[src/rtl/edge_detect_multi.sv]
// rtl/edge_detect_multi.sv - multi-channel synchronised edge detector with sticky flags and saturating counters; optional GLITCH_FILTER_EN input filter
module edge_detect_multi #(
  parameter int WIDTH       = 8,
  parameter int SYNC_STAGES = 2,
  parameter int CNT_W       = 4,
  parameter int FILT_CYCLES = 3
) (
  input  logic                     clk,
  input  logic                     rstn,
  input  logic [WIDTH-1:0]         data,
  input  logic [1:0]               mode,
  input  logic                     en,
  input  logic [WIDTH-1:0]         clr,
  output logic [WIDTH-1:0]         pos_edge,
  output logic [WIDTH-1:0]         sticky,
  output logic                     any_edge,
  output logic [WIDTH*CNT_W-1:0]   cnt
);

`ifdef GLITCH_FILTER_EN
  localparam int FILT_USED = 1;
`else
  localparam int FILT_USED = 0;
`endif

  // Detection stays off until the sync chain, optional filter and prev flop hold real samples.
  localparam int PRIME_LEN = SYNC_STAGES + 1 + FILT_USED * FILT_CYCLES;
  localparam int PRIME_W   = $clog2(PRIME_LEN + 1);

  logic [WIDTH-1:0]   sync_q [SYNC_STAGES];
  logic [WIDTH-1:0]   s;
  logic [WIDTH-1:0]   level;
  logic [WIDTH-1:0]   prev_q;
  logic [WIDTH-1:0]   rise;
  logic [WIDTH-1:0]   fall;
  logic [WIDTH-1:0]   pulse_next;
  logic [PRIME_W-1:0] prime_cnt;
  logic               primed;

  // Synchroniser chain per channel; stage 0 samples the asynchronous pads.
  always_ff @(posedge clk or negedge rstn) begin
    if (!rstn) begin
      for (int k = 0; k < SYNC_STAGES; k++) sync_q[k] <= '0;
    end else begin
      sync_q[0] <= data;
      for (int k = 1; k < SYNC_STAGES; k++) sync_q[k] <= sync_q[k-1];
    end
  end

  assign s = sync_q[SYNC_STAGES-1];

`ifdef GLITCH_FILTER_EN
  localparam int FILT_W = (FILT_CYCLES > 1) ? $clog2(FILT_CYCLES) : 1;

  logic [FILT_W-1:0] filt_cnt [WIDTH];
  logic [WIDTH-1:0]  filt_q;

  // A new level is accepted only after FILT_CYCLES consecutive samples disagree with the held one.
  always_ff @(posedge clk or negedge rstn) begin
    if (!rstn) begin
      filt_q <= '0;
      for (int i = 0; i < WIDTH; i++) filt_cnt[i] <= '0;
    end else begin
      for (int i = 0; i < WIDTH; i++) begin
        if (s[i] == filt_q[i]) begin
          filt_cnt[i] <= '0;
        end else if (filt_cnt[i] == FILT_W'(FILT_CYCLES - 1)) begin
          filt_q[i]   <= s[i];
          filt_cnt[i] <= '0;
        end else begin
          filt_cnt[i] <= filt_cnt[i] + 1'b1;
        end
      end
    end
  end

  assign level = filt_q;
`else
  assign level = s;
`endif

  // prev tracks the level every cycle, even while disabled, so re-enabling never sees a stale edge.
  always_ff @(posedge clk or negedge rstn) begin
    if (!rstn) prev_q <= '0;
    else       prev_q <= level;
  end

  // Priming counter counts up once after reset release and then parks.
  always_ff @(posedge clk or negedge rstn) begin
    if (!rstn)        prime_cnt <= '0;
    else if (!primed) prime_cnt <= prime_cnt + 1'b1;
  end

  assign primed = (prime_cnt == PRIME_W'(PRIME_LEN));
  assign rise   = level & ~prev_q;
  assign fall   = ~level & prev_q;

  // Next pulse vector: gated by enable, priming and the requested edge polarity.
  always_comb begin
    pulse_next = '0;
    if (en && primed) begin
      pulse_next = ({WIDTH{mode[0]}} & rise) | ({WIDTH{mode[1]}} & fall);
    end
  end

  // Pulse and its OR come from the same next-state so they are coincident.
  always_ff @(posedge clk or negedge rstn) begin
    if (!rstn) begin
      pos_edge <= '0;
      any_edge <= 1'b0;
    end else begin
      pos_edge <= pulse_next;
      any_edge <= |pulse_next;
    end
  end

  // Sticky flags: a pulse beats a simultaneous clear.
  always_ff @(posedge clk or negedge rstn) begin
    if (!rstn) sticky <= '0;
    else       sticky <= pos_edge | (sticky & ~clr);
  end

  // Saturating per-channel event counters; clear with a coincident pulse leaves a count of one.
  always_ff @(posedge clk or negedge rstn) begin
    if (!rstn) begin
      cnt <= '0;
    end else begin
      for (int i = 0; i < WIDTH; i++) begin
        if (clr[i]) begin
          cnt[i*CNT_W +: CNT_W] <= pos_edge[i] ? CNT_W'(1) : '0;
        end else if (pos_edge[i] && (cnt[i*CNT_W +: CNT_W] != {CNT_W{1'b1}})) begin
          cnt[i*CNT_W +: CNT_W] <= cnt[i*CNT_W +: CNT_W] + 1'b1;
        end
      end
    end
  end

endmodule
[config.mk]
export PLATFORM = sky130hd
export DESIGN_NAME = edge_detect_multi
export DESIGN_NICKNAME = d
export VERILOG_FILES = /design/src/rtl/edge_detect_multi.sv
export SDC_FILE = /design/constraint.sdc
export NUM_CORES = 1
export LEC_CHECK = 0
export CAP_MARGIN = 5
export CORE_MARGIN = 5
export CORE_UTILIZATION = 50
export CTS_BUF_LIST = sky130_fd_sc_hd__clkbuf_16
export DETAILED_ROUTE_END_ITERATION = 12
export GPL_ROUTABILITY_DRIVEN = 0
export GPL_TIMING_DRIVEN = 0
export PLACE_DENSITY = 0.85
export RECOVER_POWER = 100
export SETUP_SLACK_MARGIN = 0.5
export SYNTH_ARGS = -nofsm -noshare
export SYNTH_HDL_FRONTEND = slang
export SYNTH_SLANG_ARGS = --single-unit
[constraint.sdc]
create_clock -name clk -period 2 [get_ports clk]
set_clock_uncertainty 0.05 [all_clocks]
set_input_delay 0.4 -clock clk [delete_from_list [all_inputs] [get_ports clk]]
set_output_delay 0.4 -clock clk [all_outputs]
set_load 0.01 [all_outputs]
==> results.sh <==
export IMPL_status="complete, no violations"
export IMPL_pin_count=70
export IMPL_clock_fmax_ghz=0.637
export IMPL_tightest_slew_ps=348
export IMPL_yosysUniqueCellTypes=25
export IMPL_cp_slowest_cell="or4_1"
export IMPL_worstPathRequired_ps=2130
export IMPL_report_final_slew_viol_count=0
export IMPL_relSlewSlack_pct=76.8
export IMPL_synth_simple_area_share_pct=14.2
export IMPL_cts_tree="yes"
export IMPL_cp_arrival_ps=1710
export IMPL_row_count=28
export IMPL_synth_xor_area_share_pct=0.284
export IMPL_rsz0062_at_grt="yes"
export IMPL_hp_class="reg2reg"
export IMPL_antenna_cells=0
export IMPL_portBuffers=67
export IMPL_max_clock_path_buffers=2
export IMPL_area_delta_synth_final_pct=41.9
export IMPL_critical_path_class="reg2reg"
export IMPL_drive_gt1_share_pct=14.2
export IMPL_synthAdderAreaFrac_pct=3.65
export IMPL_cap_violations=0
export IMPL_min_period_over_period_pct=78.5
export IMPL_place_inst=415
export IMPL_max_stage_delay_ps=470
export IMPL_dr_total_vias=2594
export IMPL_peakVddDrop_mv=0.742
export IMPL_die_y_microns=88.6
export IMPL_die_area_sq_um=7850
export IMPL_fin_nets=419
export IMPL_yosysWarnings=0
export IMPL_cts_made_buffers=9
export IMPL_cp_max_fo=4
export IMPL_synth_mux_area_share_pct=0.365
export IMPL_finalSetupViolations=0
export IMPL_synth_top_family_by_area="compound AO/OA/AOI/OAI gates"
export IMPL_antenna_left=0
export IMPL_holdWs_ps=289
export IMPL_clock_latency_ps=320
export IMPL_start_kind="register"
export IMPL_post_dp_hpwl_microns=4450
export IMPL_wl_per_cell_microns=15.1
export IMPL_worstReg2RegStart="prime_cnt[1]"
export IMPL_end_kind="register"
export IMPL_synth_cells=272
export IMPL_clockRootBuffer="clkbuf_16"
export IMPL_first_pass_iters=4
export IMPL_grt_use_total_pct=18.9
export IMPL_drt_wl_total_microns=7070
export IMPL_cts_sinks=75
export IMPL_hold_end="level[2]"
export IMPL_reg2reg_slack_ps=430
export IMPL_initial_core_util_pct=51.9
export IMPL_worst_r2r_path_depth=5
export IMPL_drtIter0Drc=83
export IMPL_core_area_sq_um=5960
export IMPL_clk_pin_slew_ps=60
export IMPL_first_global_vias=2489
export IMPL_synth_nets=302
export IMPL_holdPathStages=0
export IMPL_path_cells="ha_1 -> nand2_1 -> buf_6 -> a41oi_1 -> or4_1"
export IMPL_worstReg2RegEnd="any_edge"
export IMPL_layoutNonFillerInstCount=469
export IMPL_syn_avg_cell_area_sq_um=11.4
export IMPL_ys_ff_latch=75
export IMPL_hold_viol=0
export IMPL_vias_per_cell=5.53
export IMPL_p_total_mw=3.47
export IMPL_yosysSeqAreaShare_pct=60.8
export IMPL_grt_ovfl_total=0
export IMPL_grt_pass1_wl_microns=11500
export IMPL_p_leak_nw=2.10
export IMPL_synth_area_sq_um=3090
export IMPL_synth_compound_area_share_pct=17.3
export IMPL_die_width_microns=88.6
export IMPL_drc=0
export IMPL_antenna_found_initial=0
export IMPL_htreeDepth=3
export IMPL_p_per_area_nw_per_um2=792
export IMPL_worstHoldStart="sync_q[10]"
export IMPL_min_period_ps=1570
export IMPL_grt_max_degree=74
## logic make-up after synthesis
| family | Yosys count |
|---|---|
| compound gates | 83 |
| simple gates | 76 |
| flops | 75 |
| buf+inv | 27 |
| fa+ha+maj | 9 |
| xor+xnor | 1 |
| mux | 1 |
## worst max-delay path, delay by kind of cell, from the launching register on
| family | cells | cell delay (ps) |
|---|---|---|
| AND/OR/NAND/NOR | 2 | 620 |
| buffers and inverters | 1 | 130 |
| adder cells (fa/ha/maj) | 1 | 210 |
| AO/OA/AOI/OAI | 1 | 40 |
| flip-flops | 1 | 380 |
## metal layers
layer	vias to the layer above	wire (microns)	global-route usage, %
met5	-	0	0
met4	0	136	8.93
met3	12	339	3.82
met2	62	3540	31.8
met1	1276	3050	23.4
li1	1244	-	-
## cells in the mapped netlist
| cell | instances | area share [%] |
|---|---|---|
| a21oi_1 | 31 | 5.0 |
| nor3_1 | 1 | 0.16 |
| or4_1 | 2 | 0.49 |
| nand3_1 | 23 | 3.7 |
| a21o_2 | 1 | 0.28 |
| ha_1 | 9 | 3.6 |
| a41oi_1 | 4 | 1.1 |
| dfrtp_1 | 75 | 61 |
| inv_1 | 23 | 2.8 |
| o21ai_0 | 15 | 2.4 |
| o31ai_1 | 15 | 3.6 |
| mux2_2 | 1 | 0.36 |
| xnor2_1 | 1 | 0.28 |
| buf_2 | 2 | 0.32 |
| a21o_1 | 7 | 1.7 |
| or3_1 | 14 | 2.8 |
| a211oi_1 | 1 | 0.24 |
| o41ai_1 | 1 | 0.28 |
| buf_4 | 1 | 0.24 |
| a32o_1 | 7 | 2.3 |
| and3_1 | 8 | 1.6 |
| inv_2 | 1 | 0.12 |
| nand3b_1 | 16 | 3.9 |
| a31o_2 | 1 | 0.28 |
| nand2_1 | 12 | 1.5 |
## what timing repair did
item | 4_1_cts | 5_1_grt
pin swaps | 0 | 2
resized for setup | 56 | 14
hold buffers | 1 | 0
endpoints found under the hold margin | 2 | 0
setup endpoints to repair | 50 | 17
buffers inserted | 30 | 7
cloned | 0 | 0
## cells in the final DEF (no fill, tap or decap), drive strengths merged, types with 15 or more instances in the layout
cell type and instances:
dfrtp 75, dlygate4sd2 39, a21oi 31, buf 31, inv 25, nand3 23
clkbuf 20, dlygate4sd3 17, nand3b 16, o21ai 15, o31ai 15
## power by group
group	internal (mW)	switching, mW
combinational	0.151	0.161
clock	0.949	0.582
sequential	1.59	0.0421
## layout make-up
| type | instances | area [sq um] |
|---|---|---|
| Sequential cell | 75 | 1880 |
| Inverter | 24 | 90.1 |
| Tap cell | 75 | 93.8 |
| Buffer | 3 | 23.8 |
| Timing Repair Buffer | 106 | 905 |
| Clock buffer | 9 | 225 |
| Fill cell | 451 | 1570 |
| Multi-Input combinational cell | 170 | 1100 |
| Clock inverter | 7 | 60.1 |
## registers in the layout (all words and copies together) (netlist names)
name and cells:
any_edge 1, cnt 32, level 8, pos_edge 8
prev_q 8, prime_cnt 2, sticky 8, sync_q 8
## how the worst max path moves through the flow
| stage | start | endpoint |
|---|---|---|
| 5_1_grt | prime_cnt[1] | any_edge |
| 6_report | prime_cnt[1] | any_edge |
| 2_1_floorplan | prime_cnt[0] | any_edge |
| 3_3_place_gp | rstn | cnt[10] |
| 3_5_place_dp | en | any_edge |
| 4_1_cts | pos_edge[2] | pos_edge[2] |
## metrics by stage
stage | instance area [sq um] | utilization (%) | setup TNS [ps] | setup slack, ps
floorplan | 3090 | - | 0 | 508
global placement | 3860 | 64.8 | -154670 | -2070
detailed placement | 3880 | 65.2 | 0 | 150
CTS | 4370 | 73.4 | 0 | 317
global route | 4380 | 73.6 | 0 | 342
finish | 4380 | 73.6 | 0 | 430
(Power assumes the default switching activity.)
